$ cat config.mk
export PLATFORM = sky130hd
export DESIGN_NAME = uart_mem_loader
export DESIGN_NICKNAME = d
export VERILOG_FILES = /design/src/rtl/uart_mem_loader.sv
export SDC_FILE = /design/constraint.sdc
export NUM_CORES = 1
export LEC_CHECK = 0
export ABC_CLOCK_PERIOD_IN_PS = 3000
export BUFFER_PORTS_ARGS = -buffer_cell sky130_fd_sc_hd__buf_4
export CELL_PAD_IN_SITES_DETAIL_PLACEMENT = 1
export CELL_PAD_IN_SITES_GLOBAL_PLACEMENT = 1
export CORE_MARGIN = 3
export CORE_UTILIZATION = 38
export DETAILED_ROUTE_END_ITERATION = 8
export MAX_ROUTING_LAYER = met4
export PLACE_DENSITY = 0.72
export SLEW_MARGIN = 20
export SYNTH_ARGS = -nofsm -noshare
export SYNTH_HDL_FRONTEND = slang
export SYNTH_SLANG_ARGS = --single-unit
$ cat constraint.sdc
create_clock -name clk -period 3 [get_ports clk]
set_clock_uncertainty 0.2 [all_clocks]
set_input_delay 0.6 -clock clk [delete_from_list [all_inputs] [get_ports clk]]
set_output_delay 0.6 -clock clk [all_outputs]
set_load 0.05 [all_outputs]
$ cat src/rtl/uart_mem_loader.sv
// -----------------------------------------------------------------------------
// uart_mem_loader
//
// Receives a program image over an 8N1 UART link and writes it word by word
// into the instruction/data block RAM. The CPU is held idle while a load is in
// progress. Sticky status flags record whether the most recent load passed or
// failed.
//
// Packet format (bytes on the wire):
//   0xA5 | N | N words, each BPW bytes, MSB first | checksum
// The checksum is the mod-256 sum of the data bytes only.
//
// Ports:
//   clk        system clock
//   reset      synchronous active-high reset
//   uart_rx    asynchronous serial input, idles high
//   mem_wen    one-cycle RAM write strobe
//   mem_addr   RAM write address (holds its value between strobes)
//   mem_wdata  RAM write data (holds its value between strobes)
//   cpu_hold   high while a load is active
//   load_done  one-cycle pulse when a load ends, pass or fail
//   load_ok    sticky: last load passed, cleared by the next header
//   load_err   sticky: last load failed, cleared by the next header
// -----------------------------------------------------------------------------
module uart_mem_loader #(
    parameter int DATA_WIDTH   = 16,
    parameter int ADDR_WIDTH   = 8,
    parameter int CLKS_PER_BIT = 868
) (
    input  logic                  clk,
    input  logic                  reset,
    input  logic                  uart_rx,
    output logic                  mem_wen,
    output logic [ADDR_WIDTH-1:0] mem_addr,
    output logic [DATA_WIDTH-1:0] mem_wdata,
    output logic                  cpu_hold,
    output logic                  load_done,
    output logic                  load_ok,
    output logic                  load_err
);

    localparam int BPW = DATA_WIDTH / 8;
    localparam int TW  = $clog2(CLKS_PER_BIT);
    localparam int BW  = (BPW > 1) ? $clog2(BPW) : 1;

    localparam logic [TW-1:0] BIT_LAST  = TW'(CLKS_PER_BIT - 1);
    // The start-bit check fires once half a bit period has elapsed, which
    // puts every later sample near the centre of its bit.
    localparam logic [TW-1:0] HALF_LAST = TW'(CLKS_PER_BIT / 2 - 1);
    localparam logic [BW-1:0] IDX_LAST  = BW'(BPW - 1);
    localparam logic [7:0]    HDR_BYTE  = 8'hA5;

    // -------------------------------------------------------------------------
    // Receiver
    // -------------------------------------------------------------------------
    typedef enum logic [1:0] {
        R_IDLE,
        R_START,
        R_DATA,
        R_STOP
    } rx_state_t;

    rx_state_t       rx_state_reg;
    logic [1:0]      sync_reg;
    logic            rx_prev_reg;
    logic [TW-1:0]   timer_reg;
    logic [2:0]      bit_cnt_reg;
    logic [7:0]      rx_shift_reg;
    logic            byte_valid_reg;
    logic            frame_err_reg;
    logic            rx_sync;

    assign rx_sync = sync_reg[1];

    always_ff @(posedge clk) begin
        if (reset) begin
            sync_reg       <= 2'b11;
            rx_prev_reg    <= 1'b1;
            rx_state_reg   <= R_IDLE;
            timer_reg      <= '0;
            bit_cnt_reg    <= '0;
            rx_shift_reg   <= '0;
            byte_valid_reg <= 1'b0;
            frame_err_reg  <= 1'b0;
        end else begin
            sync_reg       <= {sync_reg[0], uart_rx};
            rx_prev_reg    <= rx_sync;
            byte_valid_reg <= 1'b0;
            frame_err_reg  <= 1'b0;

            case (rx_state_reg)
                R_IDLE: begin
                    if (rx_prev_reg && !rx_sync) begin
                        rx_state_reg <= R_START;
                        timer_reg    <= '0;
                    end
                end

                R_START: begin
                    if (timer_reg == HALF_LAST) begin
                        timer_reg   <= '0;
                        bit_cnt_reg <= '0;
                        // A line that is high again mid start bit was a glitch.
                        rx_state_reg <= rx_sync ? R_IDLE : R_DATA;
                    end else begin
                        timer_reg <= timer_reg + TW'(1);
                    end
                end

                R_DATA: begin
                    if (timer_reg == BIT_LAST) begin
                        timer_reg    <= '0;
                        rx_shift_reg <= {rx_sync, rx_shift_reg[7:1]};
                        bit_cnt_reg  <= bit_cnt_reg + 3'd1;
                        if (bit_cnt_reg == 3'd7) begin
                            rx_state_reg <= R_STOP;
                        end
                    end else begin
                        timer_reg <= timer_reg + TW'(1);
                    end
                end

                R_STOP: begin
                    if (timer_reg == BIT_LAST) begin
                        timer_reg <= '0;
                        if (rx_sync) begin
                            byte_valid_reg <= 1'b1;
                        end else begin
                            frame_err_reg <= 1'b1;
                        end
                        rx_state_reg <= R_IDLE;
                    end else begin
                        timer_reg <= timer_reg + TW'(1);
                    end
                end

                default: rx_state_reg <= R_IDLE;
            endcase
        end
    end

    // -------------------------------------------------------------------------
    // Word assembly: the newest byte enters the low lane, earlier bytes move
    // up one lane, so the first byte of a word ends up most significant.
    // -------------------------------------------------------------------------
    logic [DATA_WIDTH-1:0] shift_reg;
    logic [DATA_WIDTH-1:0] assembled;

    generate
        for (genvar gi = 0; gi < BPW; gi++) begin : g_lane
            if (gi == 0) begin : g_low
                assign assembled[7:0] = rx_shift_reg;
            end else begin : g_up
                assign assembled[gi*8 +: 8] = shift_reg[(gi-1)*8 +: 8];
            end
        end
    endgenerate

    // -------------------------------------------------------------------------
    // Loader
    // -------------------------------------------------------------------------
    typedef enum logic [1:0] {
        L_HDR,
        L_CNT,
        L_DATA,
        L_SUM
    } ld_state_t;

    ld_state_t             ld_state_reg;
    logic [7:0]            n_reg;
    logic [7:0]            word_cnt_reg;
    logic [BW-1:0]         byte_idx_reg;
    logic [7:0]            csum_reg;
    logic                  mem_wen_reg;
    logic [ADDR_WIDTH-1:0] mem_addr_reg;
    logic [DATA_WIDTH-1:0] mem_wdata_reg;
    logic                  cpu_hold_reg;
    logic                  load_done_reg;
    logic                  load_ok_reg;
    logic                  load_err_reg;

    always_ff @(posedge clk) begin
        if (reset) begin
            ld_state_reg  <= L_HDR;
            n_reg         <= '0;
            word_cnt_reg  <= '0;
            byte_idx_reg  <= '0;
            csum_reg      <= '0;
            shift_reg     <= '0;
            mem_wen_reg   <= 1'b0;
            mem_addr_reg  <= '0;
            mem_wdata_reg <= '0;
            cpu_hold_reg  <= 1'b0;
            load_done_reg <= 1'b0;
            load_ok_reg   <= 1'b0;
            load_err_reg  <= 1'b0;
        end else begin
            mem_wen_reg   <= 1'b0;
            load_done_reg <= 1'b0;

            // Address advances the cycle after each strobe, so the strobe
            // itself always carries the address of the word being written.
            if (mem_wen_reg) begin
                mem_addr_reg <= mem_addr_reg + ADDR_WIDTH'(1);
            end

            if (frame_err_reg && ld_state_reg != L_HDR) begin
                // Abort; words already written are left in memory.
                load_err_reg  <= 1'b1;
                load_ok_reg   <= 1'b0;
                load_done_reg <= 1'b1;
                cpu_hold_reg  <= 1'b0;
                ld_state_reg  <= L_HDR;
            end else if (byte_valid_reg) begin
                case (ld_state_reg)
                    L_HDR: begin
                        if (rx_shift_reg == HDR_BYTE) begin
                            cpu_hold_reg <= 1'b1;
                            load_ok_reg  <= 1'b0;
                            load_err_reg <= 1'b0;
                            csum_reg     <= '0;
                            ld_state_reg <= L_CNT;
                        end
                    end

                    L_CNT: begin
                        n_reg <= rx_shift_reg;
                        if (rx_shift_reg == 8'd0) begin
                            ld_state_reg <= L_SUM;
                        end else begin
                            mem_addr_reg <= '0;
                            byte_idx_reg <= '0;
                            word_cnt_reg <= '0;
                            ld_state_reg <= L_DATA;
                        end
                    end

                    L_DATA: begin
                        shift_reg <= assembled;
                        csum_reg  <= csum_reg + rx_shift_reg;
                        if (byte_idx_reg == IDX_LAST) begin
                            byte_idx_reg  <= '0;
                            mem_wen_reg   <= 1'b1;
                            mem_wdata_reg <= assembled;
                            word_cnt_reg  <= word_cnt_reg + 8'd1;
                            if (word_cnt_reg == n_reg - 8'd1) begin
                                ld_state_reg <= L_SUM;
                            end
                        end else begin
                            byte_idx_reg <= byte_idx_reg + BW'(1);
                        end
                    end

                    L_SUM: begin
                        load_ok_reg   <= (rx_shift_reg == csum_reg);
                        load_err_reg  <= (rx_shift_reg != csum_reg);
                        load_done_reg <= 1'b1;
                        cpu_hold_reg  <= 1'b0;
                        ld_state_reg  <= L_HDR;
                    end

                    default: ld_state_reg <= L_HDR;
                endcase
            end
        end
    end

    assign mem_wen   = mem_wen_reg;
    assign mem_addr  = mem_addr_reg;
    assign mem_wdata = mem_wdata_reg;
    assign cpu_hold  = cpu_hold_reg;
    assign load_done = load_done_reg;
    assign load_ok   = load_ok_reg;
    assign load_err  = load_err_reg;

endmodule

==> impl_metrics.prom, run 1 <==
# TYPE chip_impl_metric gauge
chip_impl_metric{name="postCtsHoldBufs",unit=""} 0
chip_impl_info{name="min-delay-path-class",value="flip-flop to flip-flop"} 1
chip_impl_info{name="cts_root_buffer",value="sky130_fd_sc_hd__clkbuf_16"} 1
chip_impl_info{name="grt_setup_unrepaired",value="false"} 1
chip_impl_info{name="timing.critical_path.from_type",value="flip-flop"} 1
chip_impl_metric{name="post_synth_edffs",unit=""} 0
chip_impl_metric{name="cts_max_path_buffers",unit=""} 2
chip_impl_metric{name="finish.net_count",unit=""} 543
chip_impl_metric{name="post_synth_inst_count",unit=""} 487
chip_impl_metric{name="core.rowCount",unit=""} 38
chip_impl_metric{name="power.density",unit="nW/µm²"} 487
chip_impl_metric{name="worst_ep_arrival_time",unit="ns"} 2.55
chip_impl_metric{name="sequential_fraction_of_the_synthesis_area",unit="%"} 42.5
chip_impl_metric{name="cts_made_buffers",unit=""} 9
chip_impl_metric{name="detail_route.iter0.violations",unit=""} 157
chip_impl_metric{name="fin_crit_sh",unit="%"} 84.8
chip_impl_metric{name="area_used_by_multi_input_combinational_logic",unit="µm²"} 2370
chip_impl_metric{name="synth.distinct_cells",unit=""} 55
chip_impl_metric{name="grt.overflow.total",unit=""} 0
chip_impl_info{name="most_used_cells_in_the_layout_excluding_fill_and_tap_cells",value="sky130_fd_sc_hd__dfxtp_1 (92), sky130_fd_sc_hd__nor2_1 (64), sky130_fd_sc_hd__nand2_1 (54)"} 1
chip_impl_metric{name="ys_seq_elements",unit=""} 92
chip_impl_metric{name="fmax",unit="GHz"} 0.393
chip_impl_info{name="type_of_the_worst_setup_path",value="flip-flop to flip-flop"} 1
chip_impl_metric{name="proportion_of_register_bits_with_asynchronous_set_or_reset_after_synthesis",unit="%"} 0
chip_impl_metric{name="avgRoutedWirePerCell",unit="µm"} 15.5
chip_impl_metric{name="timing.final.setup_violations",unit=""} 0
chip_impl_metric{name="die_area",unit="µm²"} 12700
chip_impl_metric{name="drcViolationCount",unit=""} 0
chip_impl_metric{name="boundaryPins",unit=""} 32
chip_impl_metric{name="worst-endpoint-required",unit="ns"} 3.01
chip_impl_metric{name="total_via_count_in_the_routed_design",unit=""} 3483
chip_impl_metric{name="numPortBuffers",unit=""} 31
chip_impl_metric{name="nFillCells",unit=""} 1280
chip_impl_metric{name="clock_transition_at_path_regs",unit="ns"} 0.07
chip_impl_metric{name="postCtsResizedCells",unit=""} 0
chip_impl_metric{name="report.final.hold_viol_count",unit=""} 0
chip_impl_metric{name="vertical_die_dimension",unit="µm"} 113
chip_impl_metric{name="grt_first_pass_wirelength",unit="mm"} 17.9
chip_impl_metric{name="areaGrowthSynthToFinish",unit="%"} 16.6
chip_impl_metric{name="yosysWarningCount",unit=""} 0
chip_impl_info{name="status",value="completed"} 1
chip_impl_metric{name="vias_in_the_first_global_route",unit=""} 3577
chip_impl_metric{name="maximum_vdd_ir_drop",unit="µV"} 297
chip_impl_metric{name="synth_nets",unit=""} 509
chip_impl_metric{name="clock_insertion_delay_worst_skew",unit="ns"} 0.34
chip_impl_metric{name="drt-vias-per-instance",unit=""} 5.24
chip_impl_metric{name="ratio_of_cells_with_drive_above_1_in_the_final_layout",unit="%"} 14.9
chip_impl_metric{name="cts_setup_buffers",unit=""} 0
chip_impl_metric{name="finalMaxSlewViolations",unit=""} 0
chip_impl_info{name="worst_setup_path_end_kind",value="flip-flop"} 1
chip_impl_metric{name="syn_avg_cell_area",unit="µm²"} 8.90
chip_impl_metric{name="max-slew-margin-rel",unit="%"} 49.9
chip_impl_metric{name="floorplan.initialDensity",unit="%"} 39.5
chip_impl_metric{name="n_antenna_cell",unit=""} 0
chip_impl_metric{name="drt_first_pass_iters",unit=""} 4
chip_impl_metric{name="actual_transition_at_the_worst_max_transition_pin",unit="ns"} 0.751
chip_impl_metric{name="largest_register_ff_count",unit=""} 16
chip_impl_metric{name="number_of_antenna_violations_at_the_first_check_in_global_routing",unit=""} 0
chip_impl_metric{name="die-width",unit="µm"} 113
chip_impl_info{name="final_common_cell",value="sky130_fd_sc_hd__dfxtp_1"} 1
chip_impl_metric{name="gr-usage-all-layers",unit="%"} 17.7
chip_impl_metric{name="period_needed",unit="ns"} 2.54
chip_impl_metric{name="worstPathMaxFanout",unit=""} 10
chip_impl_metric{name="cellLeakagePower",unit="nW"} 2.09
chip_impl_metric{name="area.sequential",unit="µm²"} 1840
chip_impl_metric{name="core-area",unit="µm²"} 11000
chip_impl_metric{name="layout.core_utilization",unit="%"} 46.0
chip_impl_info{name="synth_flop_cell",value="sky130_fd_sc_hd__dfxtp_1"} 1
chip_impl_metric{name="wl",unit="mm"} 10.3
chip_impl_metric{name="globalplace.congestion",unit=""} 0.778
chip_impl_metric{name="cap_viol_max_count",unit=""} 0
chip_impl_metric{name="clock-sinks",unit=""} 92
chip_impl_metric{name="hpwl_detailed",unit="mm"} 7.23
chip_impl_metric{name="grt_start_max_net_pins",unit=""} 74
chip_impl_metric{name="h-tree-depth",unit=""} 3
chip_impl_metric{name="setup_tns",unit="ns"} 0
chip_impl_info{name="cts_tree",value="yes"} 1
chip_impl_metric{name="final_antenna_net_count",unit=""} 0
chip_impl_metric{name="synth.cell_area",unit="µm²"} 4330
worst max-delay path: stages, from the launching register on:
cell	delay [ns]
sky130_fd_sc_hd__dfxtp_1	0.35
sky130_fd_sc_hd__inv_1	0.11
sky130_fd_sc_hd__ha_1	0.29
sky130_fd_sc_hd__nand2b_1	0.31
sky130_fd_sc_hd__nand3_1	0.20
sky130_fd_sc_hd__buf_4	0.24
sky130_fd_sc_hd__nand2_1	0.10
sky130_fd_sc_hd__nand2_1	0.09
sky130_fd_sc_hd__o21bai_1	0.43
sky130_fd_sc_hd__nor2_1	0.10
synthesized netlist by cell type (all sizes together), types with 3 or more instances:
cell type	count	share of area, %
ha	18	5.2
nand2	54	4.7
nor2b	6	0.87
nand2b	7	1.0
nor3	9	1.4
o21bai	3	0.52
nor2	65	5.7
nand3	9	1.2
inv	11	0.95
clkbuf	11	0.95
dfxtp	92	42
mux2i	28	6.5
xnor2	11	2.2
nand4b	3	0.61
a21o	3	0.52
o21ai	11	1.3
or2	6	0.87
a21oi	46	5.3
xor2	16	3.2
buf	9	1.0
nor3b	9	1.6
and3	9	1.3
nor4	5	0.87
a22o	4	0.81
nand4	10	1.4
a211oi	3	0.81
power breakdown:
group,leakage [nW],internal (W),total (W),switching [W]
registers,0.741,0.00122,0.00123,0.00000670
logic,1.21,0.0000166,0.0000578,0.0000413
clock network,0.137,0.000667,0.00117,0.000503
total,2.09,0.00191,0.00246,0.000551
per-stage QoR:
| step | hold slack (ns) | worst slack (ns) | std cells | area, µm² | total power, W |
|---|---|---|---|---|---|
| floorplan | 0.189 | 0.818 | 487 | 4330 | 0.00130 |
| global placement | 0.197 | 0.589 | 650 | 4750 | 0.00132 |
| detailed placement | 0.197 | 0.467 | 650 | 4750 | 0.00132 |
| CTS | 0.213 | 0.426 | 665 | 5050 | 0.00248 |
| global route | 0.226 | 0.195 | 665 | 5050 | 0.00254 |
| finish | 0.215 | 0.456 | 665 | 5050 | 0.00246 |
layout make-up:
| type | count | area share (%) |
|---|---|---|
| Clock inverter | 5 | 1.21 |
| Sequential cell | 92 | 36.5 |
| Timing Repair Buffer | 43 | 6.39 |
| Tap cell | 140 | 3.47 |
| Inverter | 11 | 0.817 |
| Clock buffer | 10 | 4.73 |
| Multi-Input combinational cell | 364 | 46.9 |
per-layer routing:
layer	share of wire, %	global-route usage, %
met5	0	-
met4	1.5	6.49
met3	3.1	2.41
met2	47	28.2
met1	48	23.1
final timing paths:
check               endpoint  depth (start not counted)             from  slack [ns]
max reg2reg  word_cnt_reg[7]                          9  ld_state_reg[1]        0.46
min              sync_reg[1]                          1      sync_reg[0]        0.21
min reg2reg      sync_reg[1]                          1      sync_reg[0]        0.21
max          word_cnt_reg[7]                          9  ld_state_reg[1]        0.46
logic make-up (layout without fill, tap and decap cells):
group           count (synthesis)  after routing  share of synthesized area (%)
flops                          92             92                           42.5
simple gates                  202            202                           23.5
compound gates                 87             87                           13.2
fa+ha+maj                      19             19                           5.66
xor+xnor                       27             27                           5.46
buf+inv                        31             69                           2.92
mux                            29             29                           6.73
Power figures use the tool's default switching activity.
==> run 2, diff against run 1 <==
--- a/config.mk
+++ b/config.mk
@@ -5,7 +5,7 @@
 export SDC_FILE = /design/constraint.sdc
 export NUM_CORES = 1
 export LEC_CHECK = 0
-export ABC_CLOCK_PERIOD_IN_PS = 3000
+export ABC_CLOCK_PERIOD_IN_PS = 2600
 export BUFFER_PORTS_ARGS = -buffer_cell sky130_fd_sc_hd__buf_4
 export CELL_PAD_IN_SITES_DETAIL_PLACEMENT = 1
 export CELL_PAD_IN_SITES_GLOBAL_PLACEMENT = 1
==> constraint.sdc (replaced) <==
create_clock -name clk -period 2.6 [get_ports clk]
set_clock_uncertainty 0.2 [all_clocks]
set_input_delay 0.52 -clock clk [delete_from_list [all_inputs] [get_ports clk]]
set_output_delay 0.52 -clock clk [all_outputs]
set_load 0.05 [all_outputs]
==> impl_metrics.prom, run 2 (same netlist as run 1, synthesis figures left out) <==
# TYPE chip_impl_metric gauge
chip_impl_info{name="status",value="completed"} 1
chip_impl_metric{name="timing.final.setup_violations",unit=""} 0
chip_impl_metric{name="actual_transition_at_the_worst_max_transition_pin",unit="ns"} 0.683
chip_impl_metric{name="cellLeakagePower",unit="nW"} 2.12
chip_impl_metric{name="worst-endpoint-required",unit="ns"} 2.64
chip_impl_metric{name="clock_transition_at_path_regs",unit="ns"} 0.06
chip_impl_metric{name="drcViolationCount",unit=""} 0
chip_impl_metric{name="clock_insertion_delay_worst_skew",unit="ns"} 0.35
chip_impl_metric{name="globalplace.congestion",unit=""} 0.819
chip_impl_metric{name="grt.overflow.total",unit=""} 0
chip_impl_info{name="most_used_cells_in_the_layout_excluding_fill_and_tap_cells",value="sky130_fd_sc_hd__dfxtp_1 (92), sky130_fd_sc_hd__nor2_1 (64), sky130_fd_sc_hd__nand2_1 (54)"} 1
chip_impl_metric{name="drt-vias-per-instance",unit=""} 5.28
chip_impl_metric{name="avgRoutedWirePerCell",unit="µm"} 15.7
chip_impl_metric{name="postCtsResizedCells",unit=""} 0
chip_impl_metric{name="area.sequential",unit="µm²"} 1840
chip_impl_metric{name="drt_first_pass_iters",unit=""} 4
chip_impl_metric{name="die_area",unit="µm²"} 12700
chip_impl_info{name="cts_root_buffer",value="sky130_fd_sc_hd__clkbuf_16"} 1
chip_impl_metric{name="clock-sinks",unit=""} 92
chip_impl_metric{name="die-width",unit="µm"} 113
chip_impl_metric{name="final_antenna_net_count",unit=""} 0
chip_impl_metric{name="fin_cells",unit=""} 672
chip_impl_metric{name="r2r_cells",unit=""} 8
chip_impl_metric{name="hpwl_detailed",unit="mm"} 7.76
chip_impl_metric{name="numPortBuffers",unit=""} 31
chip_impl_metric{name="finish.net_count",unit=""} 549
chip_impl_metric{name="detail_route.iter0.violations",unit=""} 147
chip_impl_metric{name="n_antenna_cell",unit=""} 0
chip_impl_metric{name="period_needed",unit="ns"} 2.39
chip_impl_metric{name="final_design_area_no_fill",unit="µm²"} 5090
chip_impl_metric{name="report.final.hold_viol_count",unit=""} 0
chip_impl_metric{name="total_via_count_in_the_routed_design",unit=""} 3548
chip_impl_metric{name="core.rowCount",unit=""} 38
chip_impl_info{name="rr_startpoint",value="n_reg[0]"} 1
chip_impl_metric{name="power.density",unit="nW/µm²"} 544
chip_impl_info{name="worst_setup_path_end_kind",value="flip-flop"} 1
chip_impl_metric{name="boundaryPins",unit=""} 32
chip_impl_metric{name="vertical_die_dimension",unit="µm"} 113
chip_impl_info{name="grt_setup_unrepaired",value="false"} 1
chip_impl_info{name="min-delay-path-class",value="input pin to flip-flop"} 1
chip_impl_metric{name="areaGrowthSynthToFinish",unit="%"} 17.3
chip_impl_info{name="reg2reg_to",value="ld_state_reg[0]"} 1
chip_impl_metric{name="maximum_vdd_ir_drop",unit="µV"} 368
chip_impl_metric{name="floorplan.initialDensity",unit="%"} 39.5
chip_impl_metric{name="final_critical_path_setup_slack",unit="ns"} 0.211
chip_impl_info{name="worst_setup_path_startpoint",value="n_reg[0]"} 1
chip_impl_metric{name="core-area",unit="µm²"} 11000
chip_impl_metric{name="cts_made_buffers",unit=""} 9
chip_impl_metric{name="h-tree-depth",unit=""} 3
chip_impl_metric{name="wl",unit="mm"} 10.6
chip_impl_metric{name="largest_register_ff_count",unit=""} 16
chip_impl_info{name="setup.worst_path.end",value="ld_state_reg[0]"} 1
chip_impl_metric{name="worstPathMaxFanout",unit=""} 5
chip_impl_metric{name="ratio_of_cells_with_drive_above_1_in_the_final_layout",unit="%"} 15.8
chip_impl_metric{name="nFillCells",unit=""} 1303
chip_impl_info{name="timing.critical_path.from_type",value="flip-flop"} 1
chip_impl_metric{name="fin_crit_sh",unit="%"} 91.9
chip_impl_metric{name="area_used_by_multi_input_combinational_logic",unit="µm²"} 2370
chip_impl_metric{name="dp_worst_setup_slack",unit="ns"} 0.200
chip_impl_metric{name="cap_viol_max_count",unit=""} 0
chip_impl_metric{name="grt_first_pass_wirelength",unit="mm"} 17.9
chip_impl_metric{name="number_of_antenna_violations_at_the_first_check_in_global_routing",unit=""} 0
chip_impl_metric{name="grt_start_max_net_pins",unit=""} 55
chip_impl_metric{name="worst-r2r-setup-slack",unit="ns"} 0.21
chip_impl_metric{name="cts_max_path_buffers",unit=""} 2
chip_impl_metric{name="cts_setup_buffers",unit=""} 0
chip_impl_metric{name="hold_slack",unit="ns"} 0.150
chip_impl_info{name="final_common_cell",value="sky130_fd_sc_hd__dfxtp_1"} 1
chip_impl_metric{name="gr-usage-all-layers",unit="%"} 18.0
chip_impl_metric{name="finalMaxSlewViolations",unit=""} 0
chip_impl_metric{name="vias_in_the_first_global_route",unit=""} 3684
chip_impl_metric{name="postCtsHoldBufs",unit=""} 0
chip_impl_metric{name="placed_cell_area",unit="µm²"} 4800
chip_impl_info{name="cts_tree",value="yes"} 1
chip_impl_metric{name="worst_ep_arrival_time",unit="ns"} 2.43
chip_impl_metric{name="post-place-cells",unit=""} 656
chip_impl_metric{name="max-slew-margin-rel",unit="%"} 54.0
chip_impl_info{name="type_of_the_worst_setup_path",value="flip-flop to flip-flop"} 1
chip_impl_metric{name="setup_tns",unit="ns"} 0
chip_impl_metric{name="fmax",unit="GHz"} 0.419
[run 2: per-stage QoR]
stage	total power (W)	utilization (%)
2_1_floorplan	0.00150	-
6_report	0.00277	46.3
4_1_cts	0.00281	46.3
5_1_grt	0.00287	46.3
3_3_place_gp	0.00152	43.7
3_5_place_dp	0.00152	43.7
[run 2: report_power, final]
part | leakage, nW | internal [W] | switching, W | total (W)
Combinational | 1.24 | 0.0000211 | 0.0000485 | 0.0000696
Clock | 0.135 | 0.000706 | 0.000572 | 0.00128
Sequential | 0.741 | 0.00141 | 0.00000753 | 0.00142
Total | 2.12 | 0.00214 | 0.000628 | 0.00277
[run 2: per-layer routing]
layer  share of wire [%]  GRT usage (%)  up-vias
met3                 3.3           4.06       11
met5                   0              -        -
li1                    -              -     1773
met4                 1.7           7.29        0
met2                  48           29.4       51
met1                  47           21.6     1713
[run 2: critical path, cell delays in order (launching register included)]
cell	delay, ns
sky130_fd_sc_hd__dfxtp_1	0.41
sky130_fd_sc_hd__inv_1	0.08
sky130_fd_sc_hd__ha_1	0.25
sky130_fd_sc_hd__nand2b_1	0.18
sky130_fd_sc_hd__o211a_1	0.15
sky130_fd_sc_hd__o31a_1	0.32
sky130_fd_sc_hd__o41ai_4	0.37
sky130_fd_sc_hd__mux2i_1	0.27
sky130_fd_sc_hd__nor3_2	0.05
[run 2: area by class of cell]
class	count	area share, %
repair buffers	49	7.23
multi-input cells	364	46.6
flip-flops and latches	92	36.2
well taps	140	3.44
clock inverters	4	0.640
clock buffers	12	5.04
inverters	11	0.812
[run 2: how the worst min path moves through the flow]
stage          slack, ns  cells past startpoint         from          end
6_report            0.15                      2      uart_rx  sync_reg[0]
5_1_grt             0.14                      2      uart_rx  sync_reg[0]
4_1_cts             0.14                      2      uart_rx  sync_reg[0]
3_5_place_dp        0.21                      1  sync_reg[0]  sync_reg[1]
3_3_place_gp        0.20                      1  sync_reg[0]  sync_reg[1]
2_1_floorplan       0.19                      1  sync_reg[0]  sync_reg[1]
==> run 3, diff against run 2 <==
--- a/config.mk
+++ b/config.mk
@@ -5,6 +5,7 @@
 export SDC_FILE = /design/constraint.sdc
 export NUM_CORES = 1
 export LEC_CHECK = 0
+export ABC_AREA = 1
 export ABC_CLOCK_PERIOD_IN_PS = 2600
 export BUFFER_PORTS_ARGS = -buffer_cell sky130_fd_sc_hd__buf_4
 export CELL_PAD_IN_SITES_DETAIL_PLACEMENT = 1
@@ -13,7 +14,8 @@
 export CORE_UTILIZATION = 38
 export DETAILED_ROUTE_END_ITERATION = 8
 export MAX_ROUTING_LAYER = met4
-export PLACE_DENSITY = 0.72
+export PLACE_DENSITY = 0.75
+export RECOVER_POWER = 50
 export SLEW_MARGIN = 20
 export SYNTH_ARGS = -nofsm -noshare
 export SYNTH_HDL_FRONTEND = slang
==> impl_metrics.prom, run 3 <==
# TYPE chip_impl_metric gauge
chip_impl_info{name="worst_path_max_delay_cell",value="sky130_fd_sc_hd__inv_1"} 1
chip_impl_metric{name="post_synth_inst_count",unit=""} 589
chip_impl_info{name="netlist.top_cell.by_area",value="sky130_fd_sc_hd__dfxtp_1"} 1
chip_impl_metric{name="areaGrowthSynthToFinish",unit="%"} 12.6
chip_impl_info{name="most_used_cells_in_the_layout_excluding_fill_and_tap_cells",value="sky130_fd_sc_hd__nand2_1 (94), sky130_fd_sc_hd__dfxtp_1 (92), sky130_fd_sc_hd__inv_1 (70)"} 1
chip_impl_metric{name="finalMaxSlewViolations",unit=""} 0
chip_impl_metric{name="globalplace.congestion",unit=""} 0.837
chip_impl_metric{name="sequentialPowerShare",unit="%"} 51.7
chip_impl_metric{name="number_of_antenna_violations_at_the_first_check_in_global_routing",unit=""} 0
chip_impl_info{name="type_of_the_worst_setup_path",value="flip-flop to flip-flop"} 1
chip_impl_metric{name="cts_setup_buffers",unit=""} 0
chip_impl_metric{name="worst-endpoint-required",unit="ns"} 2.67
chip_impl_metric{name="power.density",unit="nW/µm²"} 562
chip_impl_metric{name="detail_route.iter0.violations",unit=""} 92
chip_impl_metric{name="postCtsResizedCells",unit=""} 0
chip_impl_info{name="worst_setup_path_end_kind",value="flip-flop"} 1
chip_impl_metric{name="proportion_of_register_bits_with_asynchronous_set_or_reset_after_synthesis",unit="%"} 0
chip_impl_info{name="timing.critical_path.from_type",value="flip-flop"} 1
chip_impl_metric{name="period_needed",unit="ns"} 2.34
chip_impl_metric{name="power.switching_fraction",unit="%"} 23.7
chip_impl_info{name="cts_root_buffer",value="sky130_fd_sc_hd__clkbuf_16"} 1
chip_impl_info{name="worstPathCellList",value="inv_1, ha_1, nor2_2, nor2_8, nand2_2, inv_1, nand3_1, inv_1, o21ai_0, o21ai_1"} 1
chip_impl_metric{name="yosysWarningCount",unit=""} 0
chip_impl_metric{name="r2r_cells",unit=""} 10
chip_impl_metric{name="drt_first_pass_iters",unit=""} 5
chip_impl_metric{name="die-width",unit="µm"} 113
chip_impl_info{name="min-delay-path-class",value="input pin to flip-flop"} 1
chip_impl_metric{name="gr-usage-all-layers",unit="%"} 19.0
chip_impl_metric{name="cts_max_path_buffers",unit=""} 2
chip_impl_metric{name="n_antenna_cell",unit=""} 0
chip_impl_info{name="status",value="completed"} 1
chip_impl_info{name="post_synth_main_area_contributors",value="sky130_fd_sc_hd__dfxtp_1 (42%), sky130_fd_sc_hd__nand2_1 (8.0%), sky130_fd_sc_hd__a21oi_1 (6.8%)"} 1
chip_impl_info{name="post_synth_most_frequent_cells",value="sky130_fd_sc_hd__nand2_1 (93), sky130_fd_sc_hd__dfxtp_1 (92), sky130_fd_sc_hd__inv_1 (70)"} 1
chip_impl_metric{name="grt_start_max_net_pins",unit=""} 33
chip_impl_info{name="final_common_cell",value="sky130_fd_sc_hd__nand2_1"} 1
chip_impl_metric{name="boundaryPins",unit=""} 32
chip_impl_metric{name="cell_internal_pwr",unit="W"} 0.00210
chip_impl_metric{name="clock-sinks",unit=""} 92
chip_impl_metric{name="cellLeakagePower",unit="nW"} 2.02
chip_impl_metric{name="clock_transition_at_path_regs",unit="ns"} 0.07
chip_impl_metric{name="grt.overflow.total",unit=""} 0
chip_impl_metric{name="ratio_of_cells_with_drive_above_1_in_the_final_layout",unit="%"} 6.53
chip_impl_metric{name="clock_insertion_delay_worst_skew",unit="ns"} 0.34
chip_impl_metric{name="drcViolationCount",unit=""} 0
chip_impl_metric{name="hold_path_depth",unit=""} 2
chip_impl_metric{name="worst_ep_arrival_time",unit="ns"} 2.41
chip_impl_metric{name="setup_tns",unit="ns"} 0
chip_impl_metric{name="share_clk_of_total_power",unit="%"} 44.1
chip_impl_metric{name="net-switching-power",unit="W"} 0.000654
chip_impl_info{name="cpLargestDelayFamily",value="buffers and inverters"} 1
chip_impl_metric{name="synth.distinct_cells",unit=""} 40
chip_impl_metric{name="largest_register_ff_count",unit=""} 16
chip_impl_metric{name="power.combinational.fraction",unit="%"} 4.3
chip_impl_metric{name="grt_first_pass_wirelength",unit="mm"} 19.4
chip_impl_metric{name="synth_nets",unit=""} 611
chip_impl_metric{name="die_area",unit="µm²"} 12800
chip_impl_metric{name="fin_cells",unit=""} 768
chip_impl_metric{name="post-place-cells",unit=""} 753
chip_impl_metric{name="ys_seq_elements",unit=""} 92
chip_impl_metric{name="vertical_die_dimension",unit="µm"} 113
chip_impl_metric{name="post_synth_edffs",unit=""} 0
chip_impl_info{name="grt_setup_unrepaired",value="false"} 1
chip_impl_metric{name="avgRoutedWirePerCell",unit="µm"} 14.6
chip_impl_metric{name="drt-vias-per-instance",unit=""} 5.13
chip_impl_metric{name="wl",unit="mm"} 11.2
chip_impl_info{name="most_numerous_cell_in_the_yosys_netlist",value="sky130_fd_sc_hd__nand2_1"} 1
chip_impl_metric{name="max-slew-margin-rel",unit="%"} 54.4
chip_impl_metric{name="actual_transition_at_the_worst_max_transition_pin",unit="ns"} 0.683
chip_impl_metric{name="synth.cell_area",unit="µm²"} 4360
chip_impl_metric{name="fmax",unit="GHz"} 0.427
chip_impl_info{name="cts_tree",value="yes"} 1
chip_impl_metric{name="worstPathMaxFanout",unit=""} 17
chip_impl_metric{name="maximum_vdd_ir_drop",unit="µV"} 341
chip_impl_metric{name="sequential_fraction_of_the_synthesis_area",unit="%"} 42.3
chip_impl_metric{name="report.final.hold_viol_count",unit=""} 0
chip_impl_metric{name="numPortBuffers",unit=""} 31
chip_impl_metric{name="timing.critical_path.depth",unit=""} 10
chip_impl_metric{name="cap_viol_max_count",unit=""} 0
chip_impl_metric{name="syn_avg_cell_area",unit="µm²"} 7.40
chip_impl_metric{name="cts_made_buffers",unit=""} 9
chip_impl_metric{name="core.rowCount",unit=""} 38
chip_impl_metric{name="total_via_count_in_the_routed_design",unit=""} 3937
chip_impl_metric{name="final_antenna_net_count",unit=""} 0
chip_impl_metric{name="timing.final.setup_violations",unit=""} 0
chip_impl_metric{name="floorplan.initialDensity",unit="%"} 39.5
chip_impl_metric{name="critical-path-max-stage-delay",unit="ns"} 0.39
chip_impl_metric{name="hpwl_detailed",unit="mm"} 8.47
chip_impl_metric{name="vias_in_the_first_global_route",unit=""} 4080
chip_impl_metric{name="synth.top_cell.area_share",unit="%"} 42.3
chip_impl_info{name="dominant_cell_type_by_count_on_the_critical_path",value="sky130_fd_sc_hd__inv_1"} 1
chip_impl_metric{name="fin_crit_sh",unit="%"} 90.0
chip_impl_metric{name="h-tree-depth",unit=""} 3
chip_impl_info{name="synth_flop_cell",value="sky130_fd_sc_hd__dfxtp_1"} 1
chip_impl_metric{name="core-area",unit="µm²"} 11000
chip_impl_metric{name="postCtsHoldBufs",unit=""} 0
chip_impl_metric{name="finish.net_count",unit=""} 646
chip_impl_metric{name="critical_path_buffer_and_inverter_count",unit=""} 3
[run 3: cell count changes in the layout (fill, tap and decap cells not counted), sizes merged, moves of 7 or more]
cell    delta
and3       -8
nand2     +45
mux2i     -28
nand2b     -7
clkbuf    +28
inv       +61
o21ai     +50
buf       -42
nor2      +10
xor2       -9
a21oi     +14
nor3b      -8
nand3     +32
[run 3: worst paths after layout]
| check | start | endpoint | slack [ns] |
|---|---|---|---|
| setup / recovery | ld_state_reg[0] | csum_reg[6] | 0.26 |
| hold / removal | uart_rx | sync_reg[0] | 0.17 |
| setup reg to reg | ld_state_reg[0] | csum_reg[6] | 0.26 |
| hold reg to reg | sync_reg[0] | sync_reg[1] | 0.22 |
[run 3: cell families (layout without fill, tap and decap cells)]
group	after synthesis	count (layout)	share of synthesized area, %
xor+xnor	13	13	2.61
buf+inv	87	126	7.72
simple gates	244	244	25.5
compound gates	134	134	16.3
fa+ha+maj	19	19	5.63
flops	92	92	42.3
[run 3: layer usage]
| metal | vias to the layer above | GRT usage [%] | routed length [µm] |
|---|---|---|---|
| met5 | - | - | 0 |
| met4 | 0 | 5.53 | 133 |
| met3 | 12 | 2.73 | 252 |
| met2 | 33 | 32.1 | 5450 |
| met1 | 1881 | 23.7 | 5340 |
| li1 | 2011 | - | - |
[run 3: area by class of cell]
type                    instances  area (µm²)
well taps                     140         175
clock buffers                   9         225
multi-input cells             410        2170
fillers                      1442        6120
inverters                      73         274
repair buffers                 38         169
flip-flops and latches         92        1840
clock inverters                 6        51.3
[run 3: stage by stage]
step / setup WS (ns) / util [%] / area [µm²] / hold slack, ns / total power, W
after floorplan: 0.558 / - / 4360 / 0.189 / 0.00154
after global placement: 0.424 / 43.1 / 4760 / 0.207 / 0.00158
after detailed placement: 0.286 / 43.1 / 4760 / 0.199 / 0.00158
after CTS: 0.265 / 45.6 / 5030 / 0.160 / 0.00281
after global routing: 0.0173 / 44.5 / 4910 / 0.160 / 0.00288
final: 0.259 / 44.5 / 4910 / 0.174 / 0.00276
[run 3: power by group through the flow]
| stage | clock (W) | sequential, W | combinational, W |
|---|---|---|---|
| floorplan | 0 | 0.00146 | 0.0000818 |
| global placement | 0 | 0.00146 | 0.000119 |
| global route | 0.00132 | 0.00143 | 0.000132 |
| finish | 0.00122 | 0.00143 | 0.000118 |
| detailed placement | 0 | 0.00146 | 0.000121 |
| CTS | 0.00126 | 0.00143 | 0.000121 |
